$ cat src/rtl/vx_ram_fifo_if.sv
// Valid/ready bundle for vx_ram_fifo: push side, pop side and occupancy status.
interface vx_ram_fifo_if #(
  parameter int DATAW = 32,
  parameter int CNTW  = 5
);
  logic             push_valid;
  logic [DATAW-1:0] push_data;
  logic             push_ready;
  logic             pop_valid;
  logic [DATAW-1:0] pop_data;
  logic             pop_ready;
  logic [CNTW-1:0]  count;
  logic             empty;
  logic             full;

  modport master (
    output push_valid, push_data, pop_ready,
    input  push_ready, pop_valid, pop_data, count, empty, full
  );

  modport slave (
    input  push_valid, push_data, pop_ready,
    output push_ready, pop_valid, pop_data, count, empty, full
  );
endinterface

$ cat src/rtl/vx_ram_fifo.sv
// Deep FIFO built on a dual-port RAM with registered read; a 2-entry output
// buffer hides the read latency so one transfer per cycle is sustained.
module vx_ram_fifo #(
  parameter int DATAW = 32,
  parameter int DEPTH = 16,
  parameter int ADDRW = $clog2(DEPTH),
  parameter int CNTW  = $clog2(DEPTH + 3)
) (
  input  logic         clk,
  input  logic         reset_n,
  vx_ram_fifo_if.slave bus
);
  localparam logic [ADDRW:0]  RAM_FULL  = (ADDRW + 1)'(DEPTH);
  localparam logic [CNTW-1:0] COUNT_MAX = CNTW'(DEPTH + 2);

  logic [DATAW-1:0] ram_mem [DEPTH];
  logic [DATAW-1:0] ram_rd_data_reg;

  logic [ADDRW-1:0] wr_ptr_reg, wr_ptr_next;
  logic [ADDRW-1:0] rd_ptr_reg, rd_ptr_next;
  logic [ADDRW:0]   ram_cnt_reg, ram_cnt_next;
  logic             rd_inflight_reg, rd_inflight_next;
  logic [1:0]       ob_cnt_reg, ob_cnt_next;
  logic [DATAW-1:0] ob_data_reg [2];
  logic [DATAW-1:0] ob_data_next [2];
  logic [CNTW-1:0]  count_reg, count_next;

  logic       ram_has_room;
  logic       ob_has_data;
  logic       push_fire;
  logic       pop_fire;
  logic       issue;
  logic [2:0] ob_demand;
  logic       ob_wr_slot;

  // push_ready depends only on registered RAM occupancy, never on pop_ready.
  assign ram_has_room = (ram_cnt_reg != RAM_FULL);
  assign ob_has_data  = (ob_cnt_reg != 2'd0);
  assign push_fire    = bus.push_valid && ram_has_room;
  assign pop_fire     = bus.pop_ready && ob_has_data;

  // Entries the output buffer will hold once the pending read lands, after this pop.
  assign ob_demand  = 3'(ob_cnt_reg) + 3'(rd_inflight_reg) - 3'(pop_fire);
  assign issue      = (ram_cnt_reg != '0) && (ob_demand < 3'd2);
  assign ob_wr_slot = ((ob_cnt_reg - 2'(pop_fire)) != 2'd0);

  assign bus.push_ready = ram_has_room;
  assign bus.full       = !ram_has_room;
  assign bus.pop_valid  = ob_has_data;
  assign bus.pop_data   = ob_data_reg[0];
  assign bus.count      = count_reg;
  assign bus.empty      = (count_reg == '0);

  // RAM array: write port plus registered read port, contents never reset.
  always_ff @(posedge clk) begin
    if (push_fire) begin
      ram_mem[wr_ptr_reg] <= bus.push_data;
    end
    if (issue) begin
      ram_rd_data_reg <= ram_mem[rd_ptr_reg];
    end
  end

  always_comb begin
    wr_ptr_next      = wr_ptr_reg;
    rd_ptr_next      = rd_ptr_reg;
    ram_cnt_next     = ram_cnt_reg + (ADDRW + 1)'(push_fire) - (ADDRW + 1)'(issue);
    rd_inflight_next = issue;
    ob_cnt_next      = ob_cnt_reg - 2'(pop_fire) + 2'(rd_inflight_reg);
    ob_data_next[0]  = ob_data_reg[0];
    ob_data_next[1]  = ob_data_reg[1];

    if (push_fire) begin
      wr_ptr_next = wr_ptr_reg + 1'b1;
    end
    if (issue) begin
      rd_ptr_next = rd_ptr_reg + 1'b1;
    end
    if (pop_fire) begin
      ob_data_next[0] = ob_data_reg[1];
    end
    // Returning data lands behind whatever survives this cycle's pop.
    if (rd_inflight_reg) begin
      if (ob_wr_slot) begin
        ob_data_next[1] = ram_rd_data_reg;
      end else begin
        ob_data_next[0] = ram_rd_data_reg;
      end
    end

    count_next = CNTW'(ram_cnt_next) + CNTW'(rd_inflight_next) + CNTW'(ob_cnt_next);
  end

  always_ff @(posedge clk or negedge reset_n) begin
    if (!reset_n) begin
      wr_ptr_reg      <= '0;
      rd_ptr_reg      <= '0;
      ram_cnt_reg     <= '0;
      rd_inflight_reg <= 1'b0;
      ob_cnt_reg      <= 2'd0;
      ob_data_reg[0]  <= '0;
      ob_data_reg[1]  <= '0;
      count_reg       <= '0;
    end else begin
      wr_ptr_reg      <= wr_ptr_next;
      rd_ptr_reg      <= rd_ptr_next;
      ram_cnt_reg     <= ram_cnt_next;
      rd_inflight_reg <= rd_inflight_next;
      ob_cnt_reg      <= ob_cnt_next;
      ob_data_reg[0]  <= ob_data_next[0];
      ob_data_reg[1]  <= ob_data_next[1];
      count_reg       <= count_next;
    end
  end

  a_ram_bound: assert property (@(posedge clk) disable iff (!reset_n)
    ram_cnt_reg <= RAM_FULL);
  a_ob_bound: assert property (@(posedge clk) disable iff (!reset_n)
    ob_cnt_reg <= 2'd2);
  a_count_bound: assert property (@(posedge clk) disable iff (!reset_n)
    count_reg <= COUNT_MAX);
endmodule
$ cat src/flat_wrapper.sv
// flat-port wrapper written by rule: the top's interface ports become plain ports
module vx_ram_fifo_flat 
#(
  parameter int DATAW = 32,
  parameter int DEPTH = 16,
  parameter int ADDRW = $clog2(DEPTH),
  parameter int CNTW  = $clog2(DEPTH + 3)
)
  (clk, reset_n, bus_push_valid, bus_push_data, bus_pop_ready, bus_push_ready, bus_pop_valid, bus_pop_data, bus_count, bus_empty, bus_full);
  vx_ram_fifo_if #(.DATAW(DATAW), .CNTW(CNTW)) bus_i ();
  input  logic clk;
  input  logic reset_n;
  input wire logic [$bits(bus_i.push_valid)-1:0] bus_push_valid;
  input wire logic [$bits(bus_i.push_data)-1:0] bus_push_data;
  input wire logic [$bits(bus_i.pop_ready)-1:0] bus_pop_ready;
  output wire logic [$bits(bus_i.push_ready)-1:0] bus_push_ready;
  output wire logic [$bits(bus_i.pop_valid)-1:0] bus_pop_valid;
  output wire logic [$bits(bus_i.pop_data)-1:0] bus_pop_data;
  output wire logic [$bits(bus_i.count)-1:0] bus_count;
  output wire logic [$bits(bus_i.empty)-1:0] bus_empty;
  output wire logic [$bits(bus_i.full)-1:0] bus_full;
  assign bus_i.push_valid = bus_push_valid;
  assign bus_i.push_data = bus_push_data;
  assign bus_i.pop_ready = bus_pop_ready;
  assign bus_push_ready = bus_i.push_ready;
  assign bus_pop_valid = bus_i.pop_valid;
  assign bus_pop_data = bus_i.pop_data;
  assign bus_count = bus_i.count;
  assign bus_empty = bus_i.empty;
  assign bus_full = bus_i.full;
  vx_ram_fifo #(.DATAW(DATAW), .DEPTH(DEPTH), .ADDRW(ADDRW), .CNTW(CNTW)) u_core (.clk(clk), .reset_n(reset_n), .bus(bus_i));
endmodule
$ cat config.mk
export PLATFORM = sky130hd
export DESIGN_NAME = vx_ram_fifo_flat
export DESIGN_NICKNAME = d
export VERILOG_FILES = /design/src/rtl/vx_ram_fifo_if.sv /design/src/rtl/vx_ram_fifo.sv /design/src/flat_wrapper.sv
export SDC_FILE = /design/constraint.sdc
export NUM_CORES = 1
export LEC_CHECK = 0
export CORE_ASPECT_RATIO = 0.75
export CORE_UTILIZATION = 30
export DETAILED_ROUTE_END_ITERATION = 10
export HOLD_SLACK_MARGIN = 0.05
export SLEW_MARGIN = 5
export SYNTH_ARGS = -nofsm -noshare
export SYNTH_HDL_FRONTEND = slang
export SYNTH_SLANG_ARGS = --single-unit
export TNS_END_PERCENT = 100
$ cat constraint.sdc
create_clock -name clk -period 4.4 [get_ports clk]
set_input_delay 0.88 -clock clk [delete_from_list [all_inputs] [get_ports clk]]
set_output_delay 0.88 -clock clk [all_outputs]
set_load 0.005 [all_outputs]
== Word-level counts from Yosys, hierarchy flattened ==
Memory sizes are Yosys's and may differ from the RTL's. A register that Yosys moved wholly into a read port is not among the register bits.
Cells that the tools add are included.

* Bits in registers: 85
* Memory bits (writable): 512
* Bits of input ports: 36
* Memories kept: 1

* $add $sub $neg: 10
* Order comparisons: 1
* Eq/ne operators: 1
* Mux-type cells: 6
* Reductions and logical operators: 9

{| class="wikitable"
|+ Memory list
! name !! words !! bits a word !! rd ports !! clocked after memory_dff !! write ports !! RTL line !! source
|-
| u_core.ram_mem || 16 || 32 || 1 || 1 || 1 || vx_ram_fifo.sv:16 || <nowiki>logic [DATAW-1:0] ram_mem [DEPTH];</nowiki>
|}

{| class="wikitable"
|+ Operators with widths
! cell !! count
|-
| 32-bit two-way mux || 3
|-
| 64-bit two-way mux || 1
|-
| 5-bit by 1-bit adder with 5-bit output || 2
|-
| 4-bit by 1-bit adder with 4-bit output, second input constant || 2
|-
| 5-bit by 2-bit adder with 5-bit output || 1
|-
| 5-bit zero test || 1
|-
| 5-bit inequality test, second input constant || 1
|-
| 5-bit nonzero test || 1
|-
| 5-bit by 1-bit subtractor with 5-bit output || 1
|-
| 2-bit nonzero test || 2
|-
| 2-bit by 1-bit adder with 3-bit output || 1
|-
| 1-bit logical AND || 3
|-
| 3-bit by 2-bit less-than comparator with 1-bit output, second input constant || 1
|-
| 3-bit by 1-bit subtractor with 3-bit output || 1
|-
| 2-bit by 1-bit adder with 2-bit output || 1
|-
| 1-bit two-way mux || 2
|-
| 2-bit AND reduction || 1
|-
| 2-bit by 1-bit subtractor with 2-bit output || 1
|-
| 1-bit zero test || 1
|}

== Logic depth before layout (Yosys ltp) ==
Gate-level depths: netlist of the first run.

* Word-level depth: 8
* Gate-level depth with buffers: 18

== Worst setup path before layout of the first run ==
Ideal clock, no wire load.

* Path type: register to register
* Start point: reg u_core.ob_cnt_reg[1]
* End point: reg u_core.count_reg[4] (netlist: u_core.bus.count[4])
* Setup time: 0.127 ns
* Arrival: 4.244 ns
* Required time: 4.273 ns
* Slack: 0.029 ns
* Cell stages (with the launch flop): 19
* Period minus slack after synthesis: 4.371 ns
* Cell sequence: dfrtp_1 or2_2 clkbuf_1 nand2_4 buf_6 nor2_1 fa_1 xnor2_1 and3_1 buf_2 ha_1 inv_1 ha_1 fa_1 inv_1 fa_1 nor3b_1 mux2i_1 xnor2_1

* Cells in the longest elaborated chain, start to end: 8
* Elaborated cells on any way between the ends: 11
* Those cells by class: add/sub (7); order compare (1); reduce/logical (3)

{| class="wikitable"
|+ Ends and longest elaborated chain
! what !! RTL line !! source
|-
| from (decl) || vx_ram_fifo.sv:23 || <nowiki>logic [1:0] ob_cnt_reg, ob_cnt_next;</nowiki>
|-
| from (signal assigned) || vx_ram_fifo.sv:109 || <nowiki>ob_cnt_reg <= ob_cnt_next;</nowiki>
|-
| 2-bit nonzero test || vx_ram_fifo.sv:38 || <nowiki>assign ob_has_data = (ob_cnt_reg != 2'd0);</nowiki>
|-
| via bus_pop_valid || flat_wrapper.sv:17 || <nowiki>output wire logic [$bits(bus_i.pop_valid)-1:0] bus_pop_valid;</nowiki>
|-
| 1-bit logical AND || vx_ram_fifo.sv:40 || <nowiki>assign pop_fire = bus.pop_ready && ob_has_data;</nowiki>
|-
| 3-bit by 1-bit subtractor with 3-bit output || vx_ram_fifo.sv:43 || <nowiki>assign ob_demand = 3'(ob_cnt_reg) + 3'(rd_inflight_reg) - 3'(pop_fire);</nowiki>
|-
| 3-bit by 2-bit less-than comparator with 1-bit output || vx_ram_fifo.sv:44 || <nowiki>assign issue = (ram_cnt_reg != '0) && (ob_demand < 3'd2);</nowiki>
|-
| 1-bit logical AND || vx_ram_fifo.sv:44 ||
|-
| via u_core.issue || vx_ram_fifo.sv:32 || <nowiki>logic issue;</nowiki>
|-
| 5-bit by 1-bit subtractor with 5-bit output || vx_ram_fifo.sv:67 || <nowiki>ram_cnt_next = ram_cnt_reg + (ADDRW + 1)'(push_fire) - (ADDRW + 1)'(issue);</nowiki>
|-
| via u_core.ram_cnt_next[1] || vx_ram_fifo.sv:21 || <nowiki>logic [ADDRW:0] ram_cnt_reg, ram_cnt_next;</nowiki>
|-
| 5-bit by 1-bit adder with 5-bit output || vx_ram_fifo.sv:91 || <nowiki>count_next = CNTW'(ram_cnt_next) + CNTW'(rd_inflight_next) + CNTW'(ob_cnt_next);</nowiki>
|-
| 5-bit by 2-bit adder with 5-bit output || vx_ram_fifo.sv:91 ||
|-
| via u_core.count_next[4] || vx_ram_fifo.sv:26 || <nowiki>logic [CNTW-1:0] count_reg, count_next;</nowiki>
|-
| to (signal assigned) || vx_ram_fifo.sv:112 || <nowiki>count_reg <= count_next;</nowiki>
|-
| to (decl) || vx_ram_fifo.sv:26 ||
|}

The timed path passes the listed nets, and every way through them passes these cells.
A chain may end at the register's enable or synchronous reset.

== Worst setup path in the final report of the first run ==
* Start point: in bus_pop_ready
* End point: reg u_core.count_reg[4] (netlist: u_core.bus.count[4])

* Cells in the longest elaborated chain, start to end: 7
* Elaborated cells on any way between the ends: 9
* Those cells by class: add/sub (6); order compare (1); reduce/logical (2)

{| class="wikitable"
|+ Ends and longest elaborated chain
! what !! RTL line !! source
|-
| from (decl) || flat_wrapper.sv:15 || <nowiki>input wire logic [$bits(bus_i.pop_ready)-1:0] bus_pop_ready;</nowiki>
|-
| 1-bit logical AND || vx_ram_fifo.sv:40 ||
|-
| 3-bit by 1-bit subtractor with 3-bit output || vx_ram_fifo.sv:43 ||
|-
| 3-bit by 2-bit less-than comparator with 1-bit output || vx_ram_fifo.sv:44 ||
|-
| 1-bit logical AND || vx_ram_fifo.sv:44 ||
|-
| 5-bit by 1-bit subtractor with 5-bit output || vx_ram_fifo.sv:67 ||
|-
| via u_core.ram_cnt_next[1] || vx_ram_fifo.sv:21 ||
|-
| 5-bit by 1-bit adder with 5-bit output || vx_ram_fifo.sv:91 ||
|-
| 5-bit by 2-bit adder with 5-bit output || vx_ram_fifo.sv:91 ||
|-
| via u_core.count_next[4] || vx_ram_fifo.sv:26 ||
|}

The timed path passes the listed nets, and every way through them passes these cells.

==> results.ini, run 1 <==
[clock_tree]
ctsHoldBuffers = 0
clock_sink_count = 629
ctsRootBufferMaster = clkbuf_16
cts_buffer_depth = 3
tritoncts.num_buffers = 56
cts_tree = built
worst_setup_hold_path_clk_slew_ns = 0.06
worstSkewPairLatency_ns = 0.61
post_cts.resized_instances = 0
cts_setup_buffers = 0
max_h_tree_level = 2

[power]
power_switching_share_pct = 32.3
worst_ir_drop_vdd_mv = 0.370
netSwitchingPower_uw = 6320
clock_network_fraction_of_total_power_pct = 24.2
power.density_cell_area_mw_per_mm2 = 687
final_total_power_uw = 19500
power_share_of_the_combinational_group_pct = 33.3
p_int_uw = 13200
pwr-share-seq_pct = 42.5
leakagePower_uw = 0.00977

[sta]
final_count_of_hold_timing_violations = 0
finalSetupViolations = 0
unrepaired_setup_endpoints_after_global_routing = no
postLayoutSetupSlackWorst_ns = 0.400
fmax_ghz = 0.250
period_utilisation_layout_pct = 90.9
hold_ws_ns = 0.319
finalMaxSlewViolations = 0
timing.final.crit_period_ns = 4.00
timing.max_slew.rel_slack_pct = 41.8
tightest_slew_ns = 0.873
clock_skew_ns = 0.0203

[route]
vias = 12200
drt_pre_antenna_iters = 5
post-route-drc-count = 0
post_drt_via_cell_ratio = 4.90
drt-initial-drc-count = 1130
wirelength_mm = 56.1
drtAntennaViolNets = 0
routedWlPerCell_um = 22.5

[synthesis]
synth.yosys.seq_area_share_pct = 74.6
synth-seq-cells = 629
synth.net_count = 1371
synth_area_mm2 = 0.0247
synth.avg_cell_area_um2 = 18.8
yosysWarnings = 0
synth_top_flop_cell = edfxtp_1
synth_edf_count = 544
post_synth_num_cell_types = 38
asyncSetResetFlopFracSynth_pct = 13.5
post_synthesis_cell_count = 1317

[die]
chipHeight_um = 251
die_w_um = 334
std_cell_rows = 90
pin_count = 77
core_area_mm2 = 0.0811
start_util_pct = 30.5
die_area_mm2 = 0.0836

[cells_and_area]
share_of_layout_cells_above_drive_strength_1_pct = 16.9
largest_register_ffs = 512
n_antenna_cell = 0
flow.area_growth_from_synthesis_pct = 15.0
design.final.nets = 1457
final_util_pct = 35.1
largest_register = u_core.ram_mem
finish.cell_count_without_fillers = 2496

[worst_hold_path]
hold_path.class = input port to async pin

[place]
pre_cts_ws_ns = -0.209
dpl.hpwl_mm = 33.0
placement.io_buffers = 76
dp_cells = 2403
place.gp.congestion = 0.769

[grt]
global_route_wire_length_before_repair_mm = 83.4
pin_count_of_the_biggest_net_entering_global_routing = 47
first_global_vias = 12400
global_route_total_overflow = 0
antenna_found_initial = 4
grt_util_all_layers_pct = 13.4

[worst_setup_path]
crit_path_class = input port to register
worstPathRequired_ns = 4.88
reg2regPathDepth = 15
timing.critical_path.from_type = input port
worst_r2r_startpoint = u_core.ob_cnt_reg[1]
path_max_fanout = 3
rr_endpoint = u_core.bus.count[4]
setup.reg_to_reg.worst_slack_ns = 0.59
end_kind = register
cp_data_arrival_time_ns = 4.48

[job]
max_cap_viol_count = 0

[outcome]
status = completed

-- kinds of logic (layout without fill, tap and decap cells) --
kind of cell | count (synthesis) | in the layout | share of synthesized area (%)
AO/OA/AOI/OAI | 167 | 167 | 4.72
AND/OR/NAND/NOR | 105 | 105 | 1.91
multiplexers | 258 | 258 | 13.9
adder cells (fa/ha/maj) | 18 | 18 | 1.03
buffers and inverters | 123 | 244 | 3.21
XOR/XNOR | 17 | 17 | 0.602
flip-flops | 629 | 629 | 74.6
-- worst max path at each step --
stage | slack [ns] | cells past startpoint | to | startpoint
2_1_floorplan | 0.03 | 18 | u_core.bus.count[4] | u_core.ob_cnt_reg[1]
3_3_place_gp | -0.16 | 15 | u_core.bus.count[4] | bus_pop_ready
3_5_place_dp | -0.21 | 15 | u_core.bus.count[4] | bus_pop_ready
4_1_cts | 0.44 | 15 | u_core.bus.count[4] | bus_pop_ready
5_1_grt | 0.27 | 15 | u_core.bus.count[4] | bus_pop_ready
6_report | 0.40 | 15 | u_core.bus.count[4] | bus_pop_ready
-- worst max-delay path: stages --
cell	delay (ns)
clkdlybuf4s50_1	0.54
xor2_1	0.17
nand2_1	0.09
fa_1	0.40
xnor2_1	0.13
and3_2	0.23
ha_1	0.28
inv_1	0.04
ha_1	0.20
fa_1	0.53
inv_1	0.06
fa_1	0.41
nor3b_1	0.26
mux2i_1	0.12
xnor2_1	0.13
-- power by group through the flow --
stage	registers [µW]	logic [µW]	clock network (µW)
finish	8310	6510	4730
global route	8420	7110	5060
CTS	8320	6590	4830
detailed placement	8440	6570	0
global placement	8390	6490	0
floorplan	8190	4650	0
-- metal layers --
metal	vias to the layer above	GRT usage, %	part of all wire (%)
met4	2	2.74	1.6
li1	5390	-	-
met5	-	0	0.012
met2	394	20.5	45
met3	72	2.90	7.0
met1	6363	19.6	47
-- synthesized netlist by cell type, types with 8 or more instances --
| master | n | share of area [%] |
|---|---|---|
| a221oi_1 | 64 | 2.3 |
| o21ai_0 | 33 | 0.67 |
| buf_4 | 35 | 1.1 |
| clkbuf_1 | 25 | 0.38 |
| mux4_2 | 60 | 5.5 |
| buf_8 | 8 | 0.49 |
| nor2_1 | 39 | 0.59 |
| and2_1 | 9 | 0.23 |
| dfrtp_1 | 85 | 8.6 |
| buf_6 | 11 | 0.50 |
| ha_1 | 14 | 0.71 |
| mux2_2 | 32 | 1.5 |
| mux2i_1 | 161 | 6.5 |
| buf_2 | 22 | 0.45 |
| edfxtp_1 | 544 | 66 |
| inv_1 | 22 | 0.33 |
| xnor2_1 | 10 | 0.35 |
| nand2_1 | 37 | 0.56 |
| a22oi_1 | 32 | 0.97 |
| a21oi_1 | 35 | 0.71 |
-- area by class of cell --
class                           instances  area [µm²]
Timing Repair Buffer                  129        1310
Tap cell                             1058        1320
Clock buffer                           68        1470
Inverter                               22        82.6
Sequential cell                       629       18500
Multi-Input combinational cell        565        5570
Clock inverter                         25         241
Fill cell                            7517       52600
-- metrics by stage --
stage          area [µm²]  setup TNS, ns
2_1_floorplan       24700              0
3_3_place_gp        26700         -0.158
3_5_place_dp        26700         -0.212
4_1_cts             28500              0
5_1_grt             28500              0
6_report            28500              0
-- cells in the final DEF, fill, tap and decap left out, types with 2 or more instances in the layout --
| master | count |
|---|---|
| dfrtp_1 | 83 |
| nand4_1 | 2 |
| nor3_2 | 4 |
| clkinv_1 | 11 |
| clkinv_2 | 7 |
| nand3_1 | 2 |
| nor3b_1 | 2 |
| buf_12 | 12 |
| a22oi_1 | 32 |
| clkdlybuf4s50_1 | 75 |
| inv_1 | 22 |
| mux4_2 | 60 |
| mux2_2 | 32 |
| ha_1 | 14 |
| clkbuf_16 | 57 |
| fa_1 | 4 |
| o21ai_0 | 33 |
| buf_4 | 42 |
| and2_2 | 9 |
| mux2i_1 | 161 |
| xnor2_1 | 10 |
| a221oi_1 | 64 |
| clkbuf_1 | 11 |
| edfxtp_1 | 544 |
| bufinv_16 | 5 |
| xor2_1 | 7 |
| clkinvlp_4 | 2 |
| nor2_1 | 35 |
| a21oi_1 | 35 |
| mux4_1 | 4 |
| nand2_1 | 37 |
| nor2_4 | 4 |
Power figures use the tool's default switching activity.
==> inputs of run 2 (changes only) <==
- GPL_TIMING_DRIVEN: unset -> 0
==> results.ini, run 2 (synthesis gave the netlist of run 1 again) <==
[sta]
clock_skew_ns = 0.0267
final_count_of_hold_timing_violations = 0
tightest_slew_ns = 1.04
timing.max_slew.rel_slack_pct = 30.4
timing.final.crit_period_ns = 4.16
hold_ws_ns = 0.301
finalMaxSlewViolations = 0
finalSetupViolations = 0
postLayoutSetupSlackWorst_ns = 0.241
period_utilisation_layout_pct = 94.5
fmax_ghz = 0.240
unrepaired_setup_endpoints_after_global_routing = no

[cells_and_area]
design.final.nets = 1533
mostFrequentLayoutCell = edfxtp_1
final_util_pct = 35.9
multi_input_area_mm2 = 0.00555
largest_register = u_core.ram_mem
stdcell_area_mm2 = 0.0291
flow.area_growth_from_synthesis_pct = 17.7
share_of_layout_cells_above_drive_strength_1_pct = 19.4
layout.cells.most_common_list = 544 x edfxtp_1, 161 x mux2i_1, 85 x dfrtp_1
n_antenna_cell = 0
register_area_mm2 = 0.0185
fillCellCount = 7473
largest_register_ffs = 512

[grt]
global_route_wire_length_before_repair_mm = 84.5
grt_util_all_layers_pct = 13.6
first_global_vias = 12900
pin_count_of_the_biggest_net_entering_global_routing = 45
global_route_total_overflow = 0
antenna_found_initial = 4

[route]
wirelength_mm = 56.7
drtAntennaViolNets = 0
drt-initial-drc-count = 1154
vias = 12500
drt_pre_antenna_iters = 5
post-route-drc-count = 0
routedWlPerCell_um = 21.9
post_drt_via_cell_ratio = 4.84

[power]
pwr-share-seq_pct = 40.8
power_share_of_the_combinational_group_pct = 35.5
worst_ir_drop_vdd_mv = 0.421
netSwitchingPower_uw = 6610
power.density_cell_area_mw_per_mm2 = 690
power_switching_share_pct = 32.9
leakagePower_uw = 0.0101
p_int_uw = 13500
clock_network_fraction_of_total_power_pct = 23.7

[worst_hold_path]
hold_path.class = input port to async pin

[worst_setup_path]
worstPathRequired_ns = 4.90
cell_type_of_the_slowest_stage_on_the_worst_timing_path = fa_1
end_kind = register
slowest_delay_ns = 0.57
path_max_fanout = 39
cp_data_arrival_time_ns = 4.66
crit_path_class = register to register
worstPathCellList = or2_2 > clkbuf_1 > nand2_4 > buf_6 > nor2_1 > fa_1 > xnor2_1 > and3_1 > buf_12 > ha_1 > inv_1 > ha_1 > fa_1 > inv_1 > fa_2 > nor3_1 > mux2i_1 > xnor2_1
timing.critical_path.from_type = register

[clock_tree]
cts_buffer_depth = 3
max_h_tree_level = 2
tritoncts.num_buffers = 58
cts_tree = built
clock_sink_count = 629
worst_setup_hold_path_clk_slew_ns = 0.06
ctsRootBufferMaster = clkbuf_16
worstSkewPairLatency_ns = 0.63

[outcome]
status = completed

[place]
pre_cts_ws_ns = -1.15
placement.io_buffers = 76
dpl.hpwl_mm = 38.5
place.gp.congestion = 0.753
dpl_cell_area_mm2 = 0.0273

[die]
core_area_mm2 = 0.0811
pin_count = 77
std_cell_rows = 90
die_w_um = 334
start_util_pct = 30.5
die_area_mm2 = 0.0836
chipHeight_um = 251

[job]
max_cap_viol_count = 0

run 2: critical path: cells and delay by family (launching register included):
kind	cells	cell delay (ns)
XOR/XNOR	2	0.26
adder cells (fa/ha/maj)	5	1.80
buffers and inverters	5	0.58
flip-flops	1	0.43
multiplexers	1	0.11
AND/OR/NAND/NOR	5	0.84
run 2: through the flow:
step                total power, µW  TNS [ns]  cells
global placement              15200   -487.06   2451
detailed placement            15500     -5.73   2476
global route                  21200         0   2584
floorplan                     12800         0   1317
CTS                           20300         0   2584
finish                        20100         0   2584
run 2: routing by layer:
metal,part of all wire [%],vias up,GRT usage [%]
met5,0.039,-,0
met4,2.3,4,3.65
met3,6.4,84,2.79
met2,46,351,21.3
met1,46,6528,19.2
li1,-,5543,-
run 2: worst paths after layout:
path	start	end	slack [ns]	depth (start not counted)
max in group asynchronous	reset_n	u_core.ob_data_reg[21]	3.44	2
min	reset_n	u_core.ob_data_reg[8]	0.30	1
max reg2reg	u_core.ob_cnt_reg[1]	u_core.bus.count[4]	0.24	18
min in group clk	u_core.ob_data_reg[7]	u_core.ob_data_reg[7]	0.51	1
min reg2reg	u_core.ob_data_reg[7]	u_core.ob_data_reg[7]	0.51	1
max	u_core.ob_cnt_reg[1]	u_core.bus.count[4]	0.24	18
run 2: layout make-up:
| cell class | instances | share of cell area [%] |
|---|---|---|
| plain buffers | 101 | 2.49 |
| clock buffers | 74 | 5.44 |
| clock inverters | 33 | 0.722 |
| inverters | 22 | 0.284 |
| multi-input cells | 565 | 19.1 |
| flip-flops and latches | 629 | 63.4 |
| well taps | 1058 | 4.55 |
| repair buffers | 102 | 4.04 |
run 2: what timing repair did:
item	4_1_cts	5_1_grt
pin swaps	1	0
setup endpoints to repair	6	1
hold buffers	0	0
setup buffers	1	0
resized for setup	3	3
run 2: power by group through the flow:
| stage | clock network (µW) | logic (µW) | registers, µW |
|---|---|---|---|
| after floorplan | 0 | 4650 | 8190 |
| after global placement | 0 | 6850 | 8340 |
| after detailed placement | 0 | 7140 | 8340 |
| after CTS | 4850 | 7210 | 8210 |
| after global routing | 5080 | 7790 | 8310 |
| final | 4750 | 7140 | 8200 |
